**src/rtl/prog_bus_pkg.sv**
```systemverilog
// Shared definitions for the Tiny DSP program-bus controller: state encoding,
// default parameter values and a small width helper.
package prog_bus_pkg;

  localparam int ADDR_W_DEF  = 12;
  localparam int DATA_W_DEF  = 16;
  localparam int BL_W_DEF    = 2;
  localparam int WAIT_RD_DEF = 0;
  localparam int WAIT_WR_DEF = 0;
  localparam int TO_W_DEF    = 4;
  localparam int STATE_W     = 3;

  typedef enum logic [STATE_W-1:0] {
    S_IDLE    = 3'd0,
    S_ADDR    = 3'd1,
    S_RD_WAIT = 3'd2,
    S_RD_CAP  = 3'd3,
    S_WR_ASRT = 3'd4,
    S_WR_HOLD = 3'd5,
    S_WR_DEAS = 3'd6,
    S_CLEAR   = 3'd7
  } state_e;

  // Smallest counter width able to hold max_val (at least 1 bit).
  function automatic int cnt_width(input int max_val);
    int w;
    w = 1;
    while ((2 ** w) <= max_val) w++;
    return w;
  endfunction

endpackage

```
**src/rtl/prog_bus_cnt.sv**
```systemverilog
// Loadable saturating down-counter with a terminal (zero) flag; used for the
// wait-state and timeout counts of the program-bus controller.
module prog_bus_cnt #(
  parameter int W = 4
) (
  input  logic         clk,
  input  logic         rst_n,
  input  logic         load_i,
  input  logic [W-1:0] load_val_i,
  input  logic         dec_i,
  output logic         zero_o
);

  logic [W-1:0] cnt_q;

  always_ff @(posedge clk or negedge rst_n) begin
    if (!rst_n) begin
      cnt_q <= '0;
    end else if (load_i) begin
      cnt_q <= load_val_i;
    end else if (dec_i && (cnt_q != '0)) begin
      cnt_q <= cnt_q - 1'b1;
    end
  end

  assign zero_o = (cnt_q == '0);

endmodule

```
**src/rtl/prog_bus_ctrl.sv**
```systemverilog
// Program-bus controller: turns a core go request into single or burst
// read/write cycles on the program-memory pads, with wait states and timeout.
module prog_bus_ctrl
  import prog_bus_pkg::*;
#(
  parameter int ADDR_W  = ADDR_W_DEF,
  parameter int DATA_W  = DATA_W_DEF,
  parameter int BL_W    = BL_W_DEF,
  parameter int WAIT_RD = WAIT_RD_DEF,
  parameter int WAIT_WR = WAIT_WR_DEF,
  parameter int TO_W    = TO_W_DEF
) (
  input  logic              clk,
  input  logic              reset_n,
  input  logic              go,
  input  logic              read_cycle,
  input  logic [BL_W-1:0]   burst_len,
  input  logic [ADDR_W-1:0] addrs_in,
  input  logic [DATA_W-1:0] wr_data,
  output logic              wr_data_req,
  input  logic [DATA_W-1:0] pad_data_in,
  input  logic              pad_rdy,
  output logic [DATA_W-1:0] pad_data_out,
  output logic [ADDR_W-1:0] address,
  output logic              as,
  output logic              read,
  output logic              write,
  output logic              write_h,
  output logic [DATA_W-1:0] data_out,
  output logic              rd_valid,
  output logic              busy,
  output logic              done,
  output logic              err
);

  localparam int WAIT_W = cnt_width((WAIT_RD > WAIT_WR) ? WAIT_RD : WAIT_WR);

  state_e            state_q;
  logic              rd_q;
  logic [BL_W-1:0]   len_q;
  logic [BL_W-1:0]   beat_q;
  logic [DATA_W-1:0] wdata_q;
  logic [ADDR_W-1:0] address_q;
  logic [DATA_W-1:0] pad_data_out_q;
  logic [DATA_W-1:0] data_out_q;
  logic              as_q, read_q, write_q, write_h_q;
  logic              rd_valid_q, busy_q, done_q, err_q, wr_data_req_q;

  logic              last_beat, in_wait, wait_zero, to_zero;
  logic              ready, stall, timeout, cnt_load;
  logic [WAIT_W-1:0] wait_load_val;

  assign last_beat     = (beat_q == len_q);
  assign in_wait       = (state_q == S_RD_WAIT) || (state_q == S_WR_ASRT);
  assign ready         = in_wait && wait_zero && pad_rdy;
  assign stall         = in_wait && wait_zero && !pad_rdy;
  assign timeout       = stall && to_zero;
  // Both counters are reloaded on every edge that enters a wait-capable state.
  assign cnt_load      = (state_q == S_ADDR) ||
                         ((state_q == S_RD_CAP || state_q == S_WR_DEAS) && !last_beat);
  assign wait_load_val = rd_q ? WAIT_W'(WAIT_RD) : WAIT_W'(WAIT_WR);

  prog_bus_cnt #(.W(WAIT_W)) u_wait_cnt (
    .clk        (clk),
    .rst_n      (reset_n),
    .load_i     (cnt_load),
    .load_val_i (wait_load_val),
    .dec_i      (in_wait),
    .zero_o     (wait_zero)
  );

  // Loaded with limit-1 so the abort fires on the (2**TO_W-1)th stall cycle.
  prog_bus_cnt #(.W(TO_W)) u_to_cnt (
    .clk        (clk),
    .rst_n      (reset_n),
    .load_i     (cnt_load),
    .load_val_i (TO_W'(2 ** TO_W - 2)),
    .dec_i      (stall),
    .zero_o     (to_zero)
  );

  always_ff @(posedge clk or negedge reset_n) begin
    if (!reset_n) begin
      state_q        <= S_IDLE;
      rd_q           <= 1'b0;
      len_q          <= '0;
      beat_q         <= '0;
      wdata_q        <= '0;
      address_q      <= '0;
      pad_data_out_q <= '0;
      data_out_q     <= '0;
      as_q           <= 1'b0;
      read_q         <= 1'b0;
      write_q        <= 1'b0;
      write_h_q      <= 1'b0;
      rd_valid_q     <= 1'b0;
      busy_q         <= 1'b0;
      done_q         <= 1'b0;
      err_q          <= 1'b0;
      wr_data_req_q  <= 1'b0;
    end else begin
      // NOTE: non-blocking defaults first; a later <= in the case wins, so each
      // pulse output lasts exactly the one cycle a branch asserts it.
      rd_valid_q    <= 1'b0;
      done_q        <= 1'b0;
      err_q         <= 1'b0;
      wr_data_req_q <= 1'b0;
      case (state_q)
        S_IDLE: begin
          if (go) begin
            rd_q      <= read_cycle;
            len_q     <= burst_len;
            beat_q    <= '0;
            address_q <= addrs_in;
            wdata_q   <= wr_data;
            as_q      <= 1'b1;
            busy_q    <= 1'b1;
            state_q   <= S_ADDR;
          end
        end
        S_ADDR: begin
          if (rd_q) begin
            read_q  <= 1'b1;
            state_q <= S_RD_WAIT;
          end else begin
            write_q        <= 1'b1;
            write_h_q      <= 1'b1;
            pad_data_out_q <= wdata_q;
            state_q        <= S_WR_ASRT;
          end
        end
        S_RD_WAIT: begin
          if (ready) begin
            read_q     <= 1'b0;
            data_out_q <= pad_data_in;
            rd_valid_q <= 1'b1;
            state_q    <= S_RD_CAP;
          end else if (timeout) begin
            read_q  <= 1'b0;
            as_q    <= 1'b0;
            done_q  <= 1'b1;
            err_q   <= 1'b1;
            state_q <= S_CLEAR;
          end
        end
        S_RD_CAP: begin
          if (last_beat) begin
            as_q    <= 1'b0;
            done_q  <= 1'b1;
            state_q <= S_CLEAR;
          end else begin
            beat_q    <= beat_q + 1'b1;
            address_q <= address_q + 1'b1;
            read_q    <= 1'b1;
            state_q   <= S_RD_WAIT;
          end
        end
        S_WR_ASRT: begin
          if (ready) begin
            write_q <= 1'b0;
            state_q <= S_WR_HOLD;
          end else if (timeout) begin
            write_q   <= 1'b0;
            write_h_q <= 1'b0;
            as_q      <= 1'b0;
            done_q    <= 1'b1;
            err_q     <= 1'b1;
            state_q   <= S_CLEAR;
          end
        end
        S_WR_HOLD: begin
          write_h_q     <= 1'b0;
          wr_data_req_q <= !last_beat;
          state_q       <= S_WR_DEAS;
        end
        S_WR_DEAS: begin
          if (last_beat) begin
            as_q    <= 1'b0;
            done_q  <= 1'b1;
            state_q <= S_CLEAR;
          end else begin
            // The requester answered wr_data_req during this cycle.
            beat_q         <= beat_q + 1'b1;
            address_q      <= address_q + 1'b1;
            pad_data_out_q <= wr_data;
            write_q        <= 1'b1;
            write_h_q      <= 1'b1;
            state_q        <= S_WR_ASRT;
          end
        end
        S_CLEAR: begin
          busy_q  <= 1'b0;
          state_q <= S_IDLE;
        end
        default: state_q <= S_IDLE;
      endcase
    end
  end

  assign wr_data_req  = wr_data_req_q;
  assign pad_data_out = pad_data_out_q;
  assign address      = address_q;
  assign as           = as_q;
  assign read         = read_q;
  assign write        = write_q;
  assign write_h      = write_h_q;
  assign data_out     = data_out_q;
  assign rd_valid     = rd_valid_q;
  assign busy         = busy_q;
  assign done         = done_q;
  assign err          = err_q;

endmodule

```
**config.mk**
```make
export PLATFORM = sky130hd
export DESIGN_NAME = prog_bus_ctrl
export DESIGN_NICKNAME = d
export VERILOG_FILES = /design/src/rtl/prog_bus_pkg.sv /design/src/rtl/prog_bus_cnt.sv /design/src/rtl/prog_bus_ctrl.sv
export SDC_FILE = /design/constraint.sdc
export NUM_CORES = 1
export LEC_CHECK = 0
export BUFFER_PORTS_ARGS = -buffer_cell sky130_fd_sc_hd__buf_2
export CORE_ASPECT_RATIO = 1.1
export CORE_MARGIN = 2
export CORE_UTILIZATION = 30
export DETAILED_ROUTE_END_ITERATION = 10
export SLEW_MARGIN = 20
export SYNTH_ARGS = -nofsm -noshare
export SYNTH_HDL_FRONTEND = slang
export SYNTH_SLANG_ARGS = --single-unit
```
**constraint.sdc**
```tcl
create_clock -name clk -period 1.7 [get_ports clk]
set_input_delay 0.17 -clock clk [delete_from_list [all_inputs] [get_ports clk]]
set_output_delay 0.17 -clock clk [all_outputs]
set_load 0.1 [all_outputs]
```
==> results of run 1 <==
==> registers in the layout (all words and copies together), names as in the netlist, 2 cells and up <==
name and cells:
address 12, beat_q 2, data_out 16, len_q 2, pad_data_out 16, state_q 3
u_to_cnt.cnt_q 4, wdata_q 16
==> cell type report <==
type	count	area (um2)	area share, %
diodes	1	2.502	0.04765
clock buffers	11	242.7	4.622
clock inverters	5	77.57	1.477
inverters	8	31.28	0.5957
multi-input cells	271	1685	32.09
flip-flops and latches	82	2079	39.60
well taps	157	196.4	3.741
repair buffers	145	935.9	17.82
==> synth_stat cells, drive strengths merged (2+ instances only) <==
master	count
dfrtp	82
nand2	71
a21oi	40
nor2	35
mux2	19
o21ai	18
mux2i	17
buf	14
clkbuf	9
inv	7
xnor2	7
nand3	6
nor3	6
o22ai	5
nand2b	4
nor2b	4
and2	3
ha	3
nand4	3
nor4	3
o211ai	3
a31oi	2
and3	2
nor3b	2
o22a	2
==> per-stage QoR <==
stage / instance area, um2 / setup WS [ns] / std cells / utilization (%)
after floorplan: 3850 / -0.1862 / 384 / -
after global placement: 4768 / -0.1290 / 655 / 38.20
after detailed placement: 4768 / -0.2158 / 655 / 38.20
after CTS: 5104 / -0.09420 / 672 / 40.89
after global routing: 5249 / -0.1477 / 679 / 42.05
final: 5251 / -0.1001 / 680 / 42.07
==> worst max-delay path, delay by kind of cell, from the launching register on <==
family | cells | cell delay [ns]
AND/OR/NAND/NOR | 3 | 0.84
adder cells (fa/ha/maj) | 1 | 0.15
flip-flops | 1 | 0.36
XOR/XNOR | 1 | 0.12
buffers and inverters | 2 | 0.23
==> final timing paths <==
path,cells after the start,end,startpoint
max in group asynchronous,3,address[6],reset_n
max,7,u_to_cnt.cnt_q[0],u_to_cnt.cnt_q[0]
min reg2reg,2,data_out[7],data_out[7]
max reg2reg,7,u_to_cnt.cnt_q[0],u_to_cnt.cnt_q[0]
min in group asynchronous,3,wdata_q[15],reset_n
min,3,data_out[9],pad_data_in[9]
==> cells by family after synthesis <==
| kind of cell | Yosys count | synth area share, % |
|---|---|---|
| AO/OA/AOI/OAI | 82 | 12.85 |
| XOR/XNOR | 7 | 1.614 |
| adder cells (fa/ha/maj) | 3 | 0.9882 |
| buffers and inverters | 31 | 3.656 |
| flip-flops | 82 | 54.02 |
| multiplexers | 36 | 10.11 |
| AND/OR/NAND/NOR | 143 | 16.77 |
==> layer usage <==
| metal | GRT usage [%] | routed length [um] | part of all wire, % | vias up |
|---|---|---|---|---|
| met5 | 0 | 0 | 0 | - |
| met4 | 4.707 | 131 | 1.4 | 0 |
| met3 | 4.080 | 434 | 4.5 | 8 |
| met2 | 22.10 | 4725 | 49 | 70 |
| met1 | 18.66 | 4400 | 45 | 1617 |
| li1 | - | - | - | 1583 |
==> what timing repair did <==
| action | CTS | global route |
|---|---|---|
| resized for setup | 3 | 16 |
| buffers inserted | 0 | 5 |
| gates cloned | 0 | 2 |
| endpoints found under the hold margin | 82 | 0 |
| hold buffers | 1 | 0 |
| pin swaps | 0 | 4 |
| setup endpoints to repair | 20 | 27 |
==> metrics.md, run 1 <==
| Metric | Value |
|---|---|
| Status | complete, but fails checks |
| Failing checks | setup timing |
| DRC | 0 |
| CP required | 1.93 ns |
| Cell taking the most area after synthesis | dfrtp_1 |
| Initial DRC Count | 125 |
| Max Slew Vio Count | 0 |
| Hold Vio Cnt, Final | 0 |
| Clock-pin slew on the worst setup and hold paths | 0.06 ns |
| Synth Area per Inst | 9.892 um2 |
| CTS tree | built |
| Worst-Skew Late Latency | 0.34 ns |
| Critical Path AT | 2.03 ns |
| Grt ovf | 0 |
| Largest net degree at the start of global routing | 49 |
| Mapped Area | 3799 um2 |
| Most common cell after layout, fill and taps aside | buf_2 |
| Global-route wire length before repair | 15.26 mm |
| Vias | 3278 |
| Post-route antenna net violation count | 0 |
| DIE WIDTH | 111.3 um |
| CP Class | reg2reg |
| Share of cells above drive strength 1 | 39.08% |
| Flop-to-flop setup slack | -0.10 ns |
| Drt via density | 4.821 |
| Initial antenna violation count | 1 |
| Setup-failing EPs final | 4 |
| Core ar. | 12480 um2 |
| Root Driver | clkbuf_16 |
| Top FF cell, synth | dfrtp_1 |
| Worst-Margin Slew | 0.6494 ns |
| DP Wirelength | 6.581 mm |
| Fmax | 555.5 MHz |
| Yosys warning total | 0 |
| Crit share post-route | 105.9% |
| Die Y | 122.0 um |
| Most frequent cells in the layout | 102 x buf_2, 74 x dfrtp_1, 70 x nand2_1 |
| CTS sink cnt | 82 |
| Routed WL per cell | 14.25 um |
| Ys async rst share | 100.0% |
| # rows | 43 |
| Ordered list of cells on the worst path | inv_2, ha_4, nor3b_4, or4b_4, buf_4, xnor2_2, and2_1 |
| Slowest-stage cell, CP | or4b_4 |
| Area Growth Syn to Fin | 38.24% |
| Crit. End Element | register |
| Setup crit start kind | register |
| Top-level I/O count | 104 |
| Fin crit period | 1.800 ns |
| Worst min-delay path class | in2reg |
| Clock Path Buffers | 2 |
| Final setup margin | -0.1001 ns |
| Starting Density | 30.43% |
| Max Cap Viol | 0 |
| Flops & latches, synth | 82 |
| Syn_nets | 438 |
| Final WL | 9.692 mm |
| Die ar. | 13580 um2 |
| Number of global-route vias before repair | 3079 |
| Gpl congestion | 0.8126 |
| Synth top area cells | dfrtp_1 54%, nand2_1 7.0%, mux2_2 5.6% |
| H-tree levels | 3 |
| Nets | 571 |
| Number of flops mapped to enable cells by yosys | 0 |
| RSZ-0062 raised after global routing | true |
| Biggest cell delay along the critical path | 0.57 ns |
| Clk_skew | 0.005371 ns |
| Hold_ws | 0.01554 ns |
| Top cell type's share of synthesized area | 54.02% |
| Fillers | 1234 |
| DRT Pass-1 Iters | 4 |
| Port Buf Inserts | 103 |
| Register area share after synthesis | 54.02% |
| Rel. slew slack | 56.71% |
| Number of distinct library cells after synthesis | 45 |
| CTS Buf Count | 9 |
| Max FO, Critical Path | 4 |
| Synth Instances | 384 |
| Final TNS setup | -0.1890 ns |
| GRT Util Overall | 14.03% |
Power of run 1 is not shown: default switching activity piles up to over one toggle a cycle in this logic, so the estimate is an artifact.
==> inputs of run 2 (changes only) <==
SYNTH_HIERARCHICAL = 1   (was unset)
==> run 2 against run 1 <==
Compared with the run above: the run still ends with setup timing left; die area increased by 6.3%; flip-flop and latch count did not move; highest routed layer unchanged; cell area rose by 14%; non-clock buffer count is 29 higher; via count grew 6.5%; maximum frequency up 3.3%; first-iteration DRC count rose by 18%; sequential share of layout area decreased by 4.8 points; area after synthesis is 6.6% higher; hold slack improved by 0.015 ns; clock skew grew 0.0011 ns; synthesized cell count is 2.3% lower.
==> metrics.md, run 2 <==
| Metric | Value |
|---|---|
| Fmax | 573.9 MHz |
| CTS Buf Count | 9 |
| Flops & latches, synth | 82 |
| Top cell type's share of synthesized area | 50.70% |
| Root Driver | clkbuf_16 |
| Layout Cells excl Fill | 705 |
| Top FF cell, synth | dfrtp_1 |
| Synth Area per Inst | 10.79 um2 |
| Gpl congestion | 0.8180 |
| CTS tree | built |
| Clk_skew | 0.006468 ns |
| Vias | 3491 |
| Core ar. | 13210 um2 |
| Most frequent cells in the layout | 103 x buf_2, 69 x nand2_1, 69 x dfrtp_1 |
| RSZ-0062 raised after global routing | true |
| Post-route antenna net violation count | 0 |
| Max Cap Viol | 0 |
| DIE WIDTH | 114.8 um |
| Grt ovf | 0 |
| Crit share post-route | 102.5% |
| # rows | 44 |
| CTS sink cnt | 82 |
| GR met1 Demand/Resource | 19.34% |
| Rel. slew slack | 65.46% |
| Crit. End Element | register |
| Drt via density | 4.952 |
| Initial antenna violation count | 0 |
| Global-route wire length before repair | 17.12 mm |
| Share of cells above drive strength 1 | 53.68% |
| H-tree levels | 3 |
| Largest net degree at the start of global routing | 36 |
| GR peak layer | met2 |
| Synth top area cells | dfrtp_1 51%, mux2_2 11%, nand2_1 6.8% |
| Synth top cells by count | 82 x dfrtp_1, 73 x nand2_1, 38 x mux2_2 |
| Die ar. | 14440 um2 |
| Top-count cell post-synth | dfrtp_1 |
| DP Wirelength | 7.303 mm |
| Port Buf Inserts | 103 |
| Number of global-route vias before repair | 3427 |
| Cell taking the most area after synthesis | dfrtp_1 |
| Critical Path AT | 1.97 ns |
| Yosys warning total | 6 |
| Number of flops mapped to enable cells by yosys | 0 |
| Worst-Margin Slew | 0.5181 ns |
| GR Util met3 | 2.984% |
| Status | complete, but fails checks |
| Worst min-delay path class | in2reg |
| Number of distinct library cells after synthesis | 58 |
| Max Slew Vio Count | 0 |
| Starting Density | 30.63% |
| DRT Pass-1 Iters | 4 |
| Die Y | 125.8 um |
| Hold Vio Cnt, Final | 0 |
| Fin crit period | 1.742 ns |
| Setup-failing EPs final | 17 |
| Placed cell count | 667 |
| Pre-CTS WS | -0.06473 ns |
| Initial DRC Count | 148 |
| Most common cell after layout, fill and taps aside | buf_2 |
| Ys async rst share | 100.0% |
| Worst-Skew Late Latency | 0.34 ns |
| Final WL | 11.04 mm |
| Top-level I/O count | 104 |
| Routed WL per cell | 15.66 um |
| Synth Instances | 375 |
| Final setup margin | -0.04249 ns |
| Area Growth Syn to Fin | 48.07% |
| Clock-pin slew on the worst setup and hold paths | 0.07 ns |
| Max FO, Critical Path | 16 |
| Clock Path Buffers | 2 |
| GRT Util Overall | 14.97% |
| DRC | 0 |
| Grt met2 use | 24.71% |
| Mapped Area | 4048 um2 |
| Setup crit start kind | register |
| CP Class | reg2reg |
| Register area share after synthesis | 50.70% |
| Failing checks | setup timing |
| Ant diodes | 0 |
| Nets | 592 |
| CP required | 1.93 ns |
| Flop-to-flop setup slack | -0.04 ns |
-- run 2: repair_timing --
| action | in CTS | in global routing |
|---|---|---|
| gates cloned | 0 | 4 |
| pin swaps | 3 | 11 |
| gates resized for setup | 8 | 55 |
| hold buffers | 1 | 0 |
| endpoints found under the setup margin | 23 | 64 |
| setup buffers | 3 | 14 |
| hold endpoints to repair | 33 | 0 |
-- run 2: routing by layer --
layer | share of wire [%] | vias up
met5 | 0 | -
met4 | 1.5 | 0
met3 | 4.3 | 11
met2 | 50 | 92
met1 | 45 | 1711
li1 | - | 1677
-- run 2: worst paths after layout --
check / start / endpoint / depth (start not counted)
worst min register to register: wdata_q[12] / wdata_q[12] / 2
worst max-delay path: state_q[2] / pad_data_out[10] / 5
worst max register to register: state_q[2] / pad_data_out[10] / 5
min in group asynchronous: reset_n / u_wait_cnt/cnt_q / 2
max in group asynchronous: reset_n / data_out[6] / 3
worst min-delay path: wr_data[4] / wdata_q[4] / 3
-- run 2: kinds of logic (layout without fill, tap and decap cells) --
kind of cell | after synthesis | after routing | synth area share, %
compound gates | 82 | 82 | 14.53
flops | 82 | 82 | 50.70
other cells | 2 | 5 | 0.1855
fa+ha+maj | 2 | 2 | 0.6181
buf+inv | 32 | 198 | 3.988
simple gates | 121 | 121 | 14.16
mux | 50 | 50 | 14.78
xor+xnor | 4 | 4 | 1.051
-- run 2: critical path, cell delays in order (launching register included) --
cell	delay, ns
dfrtp_2	0.49
nor2b_1	0.18
nand2_2	0.15
buf_12	0.18
mux2_2	0.35
mux2_4	0.27
-- run 2: layout make-up --
type / count / area, um2
Tap cell: 161 / 201.4
Sequential cell: 82 / 2086
Inverter: 8 / 33.78
Clock inverter: 7 / 117.6
Timing Repair Buffer: 174 / 1209
Fill cell: 1282 / 7219
Multi-Input combinational cell: 264 / 2121
Clock buffer: 9 / 225.2
-- run 2: stage by stage --
step                TNS [ns]  utilization [%]  hold slack (ns)  cell area, um2
floorplan            -0.8111                -          -0.1256            4197
global placement    -0.02999            39.38           0.1736            5202
detailed placement   -0.2667            39.38           0.1830            5202
CTS                  -0.4722            42.44          0.01565            5608
global route          -1.834            45.36          0.04436            5993
finish               -0.4990            45.36          0.03044            5993
Power of run 2 is left out for the same reason.
==> inputs of run 3 (changes only) <==
clock period = 1.6 ns   (was 1.7 ns; I/O delays follow)
==> run 3 against run 2 <==
Compared with the run above: the flow still finishes with violations (setup timing); global-route usage fell by 0.71 points; wire length is 5.4% lower; final cell count unchanged; sequential share of layout area up 0.36 points; cell area fell by 0.96%; critical path depth unchanged; clock skew shrank 0.0016 ns; largest cell class unchanged; first-iteration DRC count down 12%; hold slack lost 0.019 ns; die area unchanged; highest routed layer unchanged; via count decreased by 0.40%.
==> metrics.md, run 3 (same netlist as run 2, synthesis figures left out) <==
| Metric | Value |
|---|---|
| Nets | 592 |
| Critical Path AT | 1.94 ns |
| Crit share post-route | 107.2% |
| Hold Vio Cnt, Final | 0 |
| Drt via density | 4.932 |
| Setup-failing EPs final | 51 |
| Hold_ws | 0.01191 ns |
| Die ar. | 14440 um2 |
| Root Driver | clkbuf_16 |
| H-tree levels | 3 |
| Max Cap Viol | 0 |
| Final setup margin | -0.1152 ns |
| Core ar. | 13210 um2 |
| Number of global-route vias before repair | 3353 |
| Most frequent cells in the layout | 102 x buf_2, 70 x nand2_1, 68 x dfrtp_1 |
| CP required | 1.83 ns |
| Grt ovf | 0 |
| # rows | 44 |
| Crit. End Element | register |
| Starting Density | 30.63% |
| CTS sink cnt | 82 |
| DIE WIDTH | 114.8 um |
| DP Wirelength | 7.184 mm |
| Clock Path Buffers | 2 |
| Initial antenna violation count | 0 |
| Fmax | 583.0 MHz |
| CTS tree | built |
| Share of cells above drive strength 1 | 54.23% |
| CP Class | reg2reg |
| Fin crit period | 1.715 ns |
| Top-level I/O count | 104 |
| Vias | 3477 |
| Ant diodes | 0 |
| Global-route wire length before repair | 16.49 mm |
| Worst-Skew Late Latency | 0.34 ns |
| Status | complete, but fails checks |
| GRT Util Overall | 14.26% |
| Max FO, Critical Path | 8 |
| RSZ-0062 raised after global routing | true |
| Clk_skew | 0.004868 ns |
| Initial DRC Count | 130 |
| Post-route antenna net violation count | 0 |
| Most common cell after layout, fill and taps aside | buf_2 |
| Routed WL per cell | 14.81 um |
| Final Util | 44.92% |
| Setup crit start kind | register |
| Gpl congestion | 0.8199 |
| Largest net degree at the start of global routing | 83 |
| Max Slew Vio Count | 0 |
| CTS Buf Count | 9 |
| Die Y | 125.8 um |
| Port Buf Inserts | 103 |
| Failing checks | setup timing |
| DRC | 0 |
| Clock-pin slew on the worst setup and hold paths | 0.06 ns |
| Worst min-delay path class | in2reg |
| Area Growth Syn to Fin | 46.65% |
| Final TNS setup | -3.562 ns |
| Final WL | 10.44 mm |
| DRT Pass-1 Iters | 4 |
## run 3: worst max-delay path, stage by stage (launching register included)
cell       delay [ns]
dfrtp_1          0.40
xnor2_2          0.24
and2_4           0.19
o32a_1           0.25
clkbuf_16        0.22
mux2_4           0.29
## run 3: path summary, 6_finish.rpt
check / start / to / slack [ns] / cells after the start
max in group asynchronous: reset_n / address[6] / 0.83 / 3
hold / removal: burst_len[0] / len_q[0] / 0.01 / 3
min in group asynchronous: reset_n / wdata_q[11] / 0.38 / 3
setup reg to reg: len_q[0] / pad_data_out[7] / -0.12 / 5
setup / recovery: len_q[0] / pad_data_out[7] / -0.12 / 5
hold reg to reg: wdata_q[10] / wdata_q[10] / 0.47 / 2
## run 3: area by class of cell
cell class	count	area (um2)
Sequential cell	82	2087
Multi-Input combinational cell	264	2138
Fill cell	1246	7277
Clock inverter	5	37.54
Clock buffer	11	252.7
Inverter	8	30.03
Timing Repair Buffer	174	1189
Tap cell	161	201.4
## run 3: routing by layer
metal,wire length [um],GRT usage [%],vias up
met4,140,4.465,0
met3,684,5.005,13
met2,5046,23.46,103
li1,-,-,1677
met1,4569,17.53,1684
met5,0,0,-
## run 3: repair_timing
action / CTS / global route
buffers inserted: 4 / 13
gates cloned: 0 / 1
pin swaps: 6 / 24
hold buffers: 1 / 0
setup endpoints to repair: 55 / 78
endpoints found under the hold margin: 82 / 0
resized for setup: 17 / 33
## run 3: per-stage QoR
step           cells  instance area, um2  setup WS [ns]
2_1_floorplan    378                4253        -0.1936
3_3_place_gp     670                5284        -0.1966
3_5_place_dp     670                5284        -0.1853
4_1_cts          691                5669        -0.1024
5_1_grt          705                5936        -0.1870
6_report         705                5936        -0.1152
Power of run 3 is left out for the same reason.
